===== config.mk =====
export PLATFORM = sky130hd
export DESIGN_NAME = inst_mem_loader
export DESIGN_NICKNAME = d
export VERILOG_FILES = /design/src/rtl/inst_mem_loader.sv
export SDC_FILE = /design/constraint.sdc
export NUM_CORES = 1
export LEC_CHECK = 0
export BUFFER_PORTS_ARGS = -buffer_cell sky130_fd_sc_hd__buf_2
export CORE_MARGIN = 8
export CORE_UTILIZATION = 50
export CTS_CLUSTER_SIZE = 28
export DETAILED_ROUTE_END_ITERATION = 12
export HOLD_SLACK_MARGIN = 0.1
export PLACE_DENSITY_LB_ADDON = 0.25
export SLEW_MARGIN = 20
export SYNTH_ARGS = -nofsm -noshare
export SYNTH_HDL_FRONTEND = slang
export SYNTH_SLANG_ARGS = --single-unit

===== constraint.sdc =====
create_clock -name clk -period 2.85 [get_ports clk]
set_input_delay 0.4275 -clock clk [delete_from_list [all_inputs] [get_ports clk]]
set_output_delay 0.4275 -clock clk [all_outputs]
set_load 0.1 [all_outputs]

===== src/rtl/inst_mem_loader.sv =====
// Streams 32-bit instruction words into the byte-wide instruction store,
// little-endian, one byte per cycle, while holding the CPU stalled.
module inst_mem_loader #(
  parameter int ADDR_W = 16
) (
  input  logic              clk,
  input  logic              rst,
  input  logic              start,
  input  logic [31:0]       base_adr,
  input  logic [15:0]       word_count,
  input  logic              in_valid,
  input  logic [31:0]       in_data,
  output logic              in_ready,
  output logic              mem_we,
  output logic [ADDR_W-1:0] mem_adr,
  output logic [7:0]        mem_din,
  output logic              busy,
  output logic              cpu_hold,
  output logic              done,
  output logic              wrap_err
);

  typedef enum logic [1:0] {
    IDLE   = 2'd0,
    ACCEPT = 2'd1,
    WRITE  = 2'd2,
    DONE   = 2'd3
  } state_t;

  state_t            state_q, state_d;
  logic [ADDR_W-1:0] ptr_q, ptr_d;
  logic [15:0]       remaining_q, remaining_d;
  logic [1:0]        byte_idx_q, byte_idx_d;
  logic [31:0]       data_q, data_d;
  logic              wrap_err_q, wrap_err_d;

  // One extra bit so the carry out of the top of the store is visible.
  logic [ADDR_W:0]   ptr_inc;
  assign ptr_inc = {1'b0, ptr_q} + (ADDR_W+1)'(4);

  // Alignment bits and bits above the store size are intentionally dropped.
  logic unused_base_bits;
  assign unused_base_bits = ^{base_adr[31:ADDR_W], base_adr[1:0]};

  always_ff @(posedge clk or posedge rst) begin
    if (rst) begin
      state_q     <= IDLE;
      ptr_q       <= '0;
      remaining_q <= '0;
      byte_idx_q  <= '0;
      data_q      <= '0;
      wrap_err_q  <= 1'b0;
    end else begin
      state_q     <= state_d;
      ptr_q       <= ptr_d;
      remaining_q <= remaining_d;
      byte_idx_q  <= byte_idx_d;
      data_q      <= data_d;
      wrap_err_q  <= wrap_err_d;
    end
  end

  always_comb begin
    state_d     = state_q;
    ptr_d       = ptr_q;
    remaining_d = remaining_q;
    byte_idx_d  = byte_idx_q;
    data_d      = data_q;
    wrap_err_d  = wrap_err_q;
    case (state_q)
      IDLE: begin
        if (start) begin
          ptr_d       = {base_adr[ADDR_W-1:2], 2'b00};
          remaining_d = word_count;
          byte_idx_d  = 2'd0;
          wrap_err_d  = 1'b0;
          state_d     = (word_count == 16'd0) ? DONE : ACCEPT;
        end
      end
      ACCEPT: begin
        // in_ready is high throughout ACCEPT, so in_valid alone completes a transfer.
        if (in_valid) begin
          data_d     = in_data;
          byte_idx_d = 2'd0;
          state_d    = WRITE;
        end
      end
      WRITE: begin
        byte_idx_d = byte_idx_q + 2'd1;
        if (byte_idx_q == 2'd3) begin
          ptr_d       = ptr_inc[ADDR_W-1:0];
          remaining_d = remaining_q - 16'd1;
          // Only flag a wrap when another word will actually land at address 0.
          if (ptr_inc[ADDR_W] && (remaining_q > 16'd1))
            wrap_err_d = 1'b1;
          state_d = (remaining_q == 16'd1) ? DONE : ACCEPT;
        end
      end
      DONE: begin
        state_d = IDLE;
      end
      default: begin
        state_d = IDLE;
      end
    endcase
  end

  assign in_ready = (state_q == ACCEPT);
  assign mem_we   = (state_q == WRITE);
  assign mem_adr  = mem_we ? (ptr_q + ADDR_W'(byte_idx_q)) : '0;
  assign mem_din  = mem_we ? data_q[8*byte_idx_q +: 8] : 8'd0;
  assign busy     = (state_q != IDLE);
  assign cpu_hold = busy;
  assign done     = (state_q == DONE);
  assign wrap_err = wrap_err_q;

endmodule


* Word level (Yosys, flattened, before mapping)
Cells that the tools add are included.
** Cells by class
- Multiplexer cells :: 21
- Equality and inequality tests :: 9
- Reductions and logical operators :: 11
- Shifts and indexed selects :: 1
- Add/subtract/negate cells :: 4
- $lt $le $gt $ge :: 1
** Operator list (count)
- 16-bit 2-to-1 mux :: 5
- 16-bit one-hot mux with 2 select lines :: 2
- 32-bit by 6-bit indexed part select with 8-bit output :: 1
- 16-bit by 3-bit adder with 17-bit output (second input constant) :: 1
- 16-bit by 2-bit adder with 16-bit output :: 1
- 16-bit by 1-bit == test with 1-bit output (second input constant) :: 1
- 16-bit by 1-bit greater-than comparator with 1-bit output (second input constant) :: 1
- 16-bit logical NOT :: 1
- 16-bit by 1-bit subtractor with 16-bit output (second input constant) :: 1
- 2-bit 2-to-1 mux :: 7
- 3-bit AND reduction :: 3
- 8-bit 2-to-1 mux :: 1
- 2-bit one-hot mux with 4 select lines :: 1
- 2-bit == test (second input constant) :: 3
- 2-bit one-hot mux with 3 select lines :: 1
- 2-bit by 1-bit inequality test with 1-bit output (second input constant) :: 2
- 2-bit inequality test (second input constant) :: 2
- 4-bit AND reduction :: 1
- 2-bit nonzero test :: 2
- 1-bit 2-to-1 mux :: 3
- 3-bit nonzero test :: 1
- 2-bit by 1-bit adder with 2-bit output (second input constant) :: 1
- 2-bit by 1-bit == test with 1-bit output (second input constant) :: 1
- 2-bit logical NOT :: 1
- 3 further kinds :: 3
** Storage, ports and cells
- Input bits :: 84
- Word-level logic and storage cells :: 53
- Bits in registers :: 69

* Logic depth before layout (Yosys ltp)
- Word-level depth :: 5
- Mapped depth :: 8
- Depth with buffers taken out :: 6

* Worst setup path after synthesis
No wires, ideal clock.
- Path type :: reg-to-output
- Start :: register state_q[0]
- End :: output port mem_din[2]
- Path slack :: -483 ps
- Arrival time :: 2906 ps
- Stages on the path, launching flop included :: 7
- Cell sequence :: dfrtp_1 > nand2b_1 > clkbuf_1 > clkinv_1 > clkbuf_1 > clkbuf_1 > and2_1
** Between the ends
- Cells in the longest elaborated chain, start to end :: 2
** RTL lines
- start: declaration :: RTL line 30 : state_t state_q, state_d;
- start signal: assignment :: RTL line 54 : state_q <= state_d;
- 2-bit == test :: RTL line 109 : assign mem_we = (state_q == WRITE);
- net mem_we :: RTL line 14 : output logic mem_we,
- 8-bit 2-to-1 mux :: RTL line 111 : assign mem_din = mem_we ? data_q[8*byte_idx_q +: 8] : 8'd0;
- end: declaration :: RTL line 16 : output logic [7:0] mem_din,
The timed path passes the listed nets, and every way through them passes these cells.

* Final worst setup path
- Start :: register state_q[0]
- End :: output port mem_din[3]
** Between the ends
- Cells in the longest elaborated chain, start to end :: 2
** RTL lines (RTL line)
- 2-bit == test :: 109
- 8-bit 2-to-1 mux :: 111
No other way between the ends.

==> results.json <==
{
  "status": "finished clean",
  "syn_area_per_cell_sq_um": 10.2,
  "port-buffer-count": 95,
  "drtAntennaViolNets": 0,
  "rows": 31,
  "post_cts_buffers": 0,
  "hp-class": "input port to async pin",
  "ir_drop_v": 0.000856,
  "tightest_slew_ps": 676,
  "firstDrtPassIters": 7,
  "cts_max_level": 3,
  "r2r_slack_ps": 700,
  "grt_pass1_wl_mm": 16.1,
  "arrival_ps": 2070,
  "critPathKind": "flip-flop to primary output",
  "vias": 3289,
  "nets": 548,
  "placed_cells": 548,
  "yosysMostFrequentCell": "dfrtp_1",
  "synth_cell_types": 54,
  "slowest_stage": "dfrtp_1",
  "final.setup.tns_ps": 0,
  "crit_path_max_fanout": 38,
  "grt_start_max_net_pins": 39,
  "postRouteWirelength_mm": 9.78,
  "die-area_sq_um": 10500,
  "die_y_um": 102,
  "synth.area.top_cells": "dfrtp_1 (45%), mux2_2 (11%), mux4_2 (4.8%)",
  "period_needed_ps": 2500,
  "worstSetupEndpoint": "mem_din[3]",
  "crit_chain": "nand2b_1, clkinv_1, buf_4, and2_1, buf_2",
  "synth.net_count": 455,
  "wl_per_cell_um": 17.3,
  "max_freq_mhz": 400,
  "final_layout_size_suffix_gt1_share_pct": 36.8,
  "cts_buffer_depth": 2,
  "hold_viol": 0,
  "cts_resized": 0,
  "crit_family": "buffers and inverters",
  "root_buffer": "clkbuf_8",
  "yosysWarningCount": 0,
  "critPathCaptureType": "primary output",
  "period_share_pct": 87.7,
  "startpoint": "state_q[0]",
  "synth_commonest_cells": "dfrtp_1 (67), mux2_2 (35), nor2_1 (25)",
  "stdcell_count": 564,
  "path_buf_inv": 3,
  "syn-instance-count": 367,
  "grt_pass1_vias": 3391,
  "leakage_uw": 0.00199,
  "gp_congestion": 0.855,
  "r2r-end": "remaining_q[13]",
  "synth_top_area_share_pct": 44.9,
  "cp.depth": 5,
  "setup_viol": 0,
  "relSlewSlack_pct": 54.8,
  "grtUsageTotal_pct": 19.6,
  "start_util_pct": 51.5,
  "num_antenna_cells": 0,
  "yosysSeqAreaShare_pct": 44.9,
  "cpPeakStageDelay_ps": 500,
  "clk_latency_ps": 340,
  "cts_tree": "built",
  "cap_violations": 0,
  "ys_ff_latch": 67,
  "synthesis.area_sq_um": 3740,
  "cts_hold_buf": 0,
  "syn_to_final_growth_pct": 20.8,
  "crit-reg2reg-launch": "remaining_q[2]",
  "required_ps": 2420,
  "overflow": 0,
  "hpwl_mm": 7.10,
  "cts_sinks": 67,
  "die_x_um": 102,
  "rsz0062_at_grt": "false",
  "finalMaxSlewViolations": 0,
  "rr_worst_depth": 4,
  "synthFlopType": "dfrtp_1",
  "yosysTopAreaCell": "dfrtp_1",
  "drc": 0,
  "antenna_found_initial": 0,
  "cp-start-kind": "flip-flop",
  "synthArstFlopShare_pct": 100,
  "io_pins": 114,
  "synth_edf_count": 0,
  "p_per_area_nw_per_um2": 1210,
  "core_sq_um": 7250,
  "fin_skew_ps": 7.78,
  "initialDrtViolationCount": 140,
  "viasPerCell": 5.83,
  "clkSlewWorstSetupHoldPaths_ps": 80,
  "cts-buffers-inserted": 9
}
==> metrics by stage <==
stage	utilization, %	hold WS, ps	instance area (sq um)	total power (uW)	worst slack [ps]
after floorplan	-	466	3740	4150	6.19
after global placement	59.8	482	4340	4670	713
after detailed placement	59.8	480	4340	4760	720
after CTS	62.2	184	4510	5490	340
after global routing	62.2	213	4510	5830	204
final	62.2	171	4510	5480	351
==> sequential cells by signal, summed over array words and instances, names as in the netlist <==
| register | flops |
|---|---|
| ptr_q | 14 |
| data_q | 32 |
| byte_idx_q | 2 |
| remaining_q | 16 |
| state_q | 2 |
| wrap_err | 1 |
==> cell type report <==
type                    count  area, sq um
repair buffers            105          563
clock buffers              10          128
flip-flops and latches     67         1680
fillers                   622         2740
multi-input cells         261         1910
inverters                  16         60.1
well taps                  99          124
clock inverters             6         50.0
==> worst reg2reg max path, delay by kind of cell (launching register included) <==
family	cells	cell delay [ps]
compound gates	1	150
mux	1	370
flops	1	460
simple gates	2	1100
==> cell usage in the layout (no fill, tap or decap), types with 3 or more instances in the layout <==
cell	n
or4_1	5
a22oi_1	5
dfrtp_1	67
nor4_1	10
o21ai_0	20
clkbuf_8	9
a211oi_1	4
and2_1	19
nor2_1	25
and4_1	3
nand3_1	6
mux2i_1	6
ha_1	4
buf_2	95
a21oi_1	17
nand4_1	9
o31ai_1	3
mux2_2	35
nor3_1	12
o22ai_1	10
inv_1	13
a31oi_1	4
buf_4	9
mux4_2	8
nand2_1	20
==> worst min-delay path by stage <==
stage               slack (ps)       from    endpoint
global route               210        rst  data_q[20]
CTS                        180        rst  data_q[28]
finish                     170        rst  data_q[28]
floorplan                  470  ptr_q[14]   ptr_q[14]
detailed placement         480   wrap_err    wrap_err
global placement           480   wrap_err    wrap_err
==> per-layer routing <==
layer | routed length (um) | vias to the layer above | part of all wire [%] | track usage [%]
met2 | 4590 | 127 | 47 | 31.1
li1 | - | 1560 | - | -
met4 | 105 | 0 | 1.1 | 6.09
met3 | 896 | 8 | 9.2 | 7.43
met5 | 0 | - | 0 | 0
met1 | 4180 | 1594 | 43 | 24.0
==> logic make-up (layout without fill, tap and decap cells) <==
family	count (synthesis)	count (layout)	synth area share (%)
mux	49	49	17.0
simple gates	121	121	17.4
buf+inv	39	137	4.05
compound gates	86	86	15.1
fa+ha+maj	4	4	1.34
flops	67	67	44.9
xor+xnor	1	1	0.234
==> power by group <==
part / switching (uW) / internal (uW)
combinational: 1940 / 964
sequential: 425 / 1420
clock: 397 / 325
total: 2770 / 2710
(Power assumes the default switching activity.)
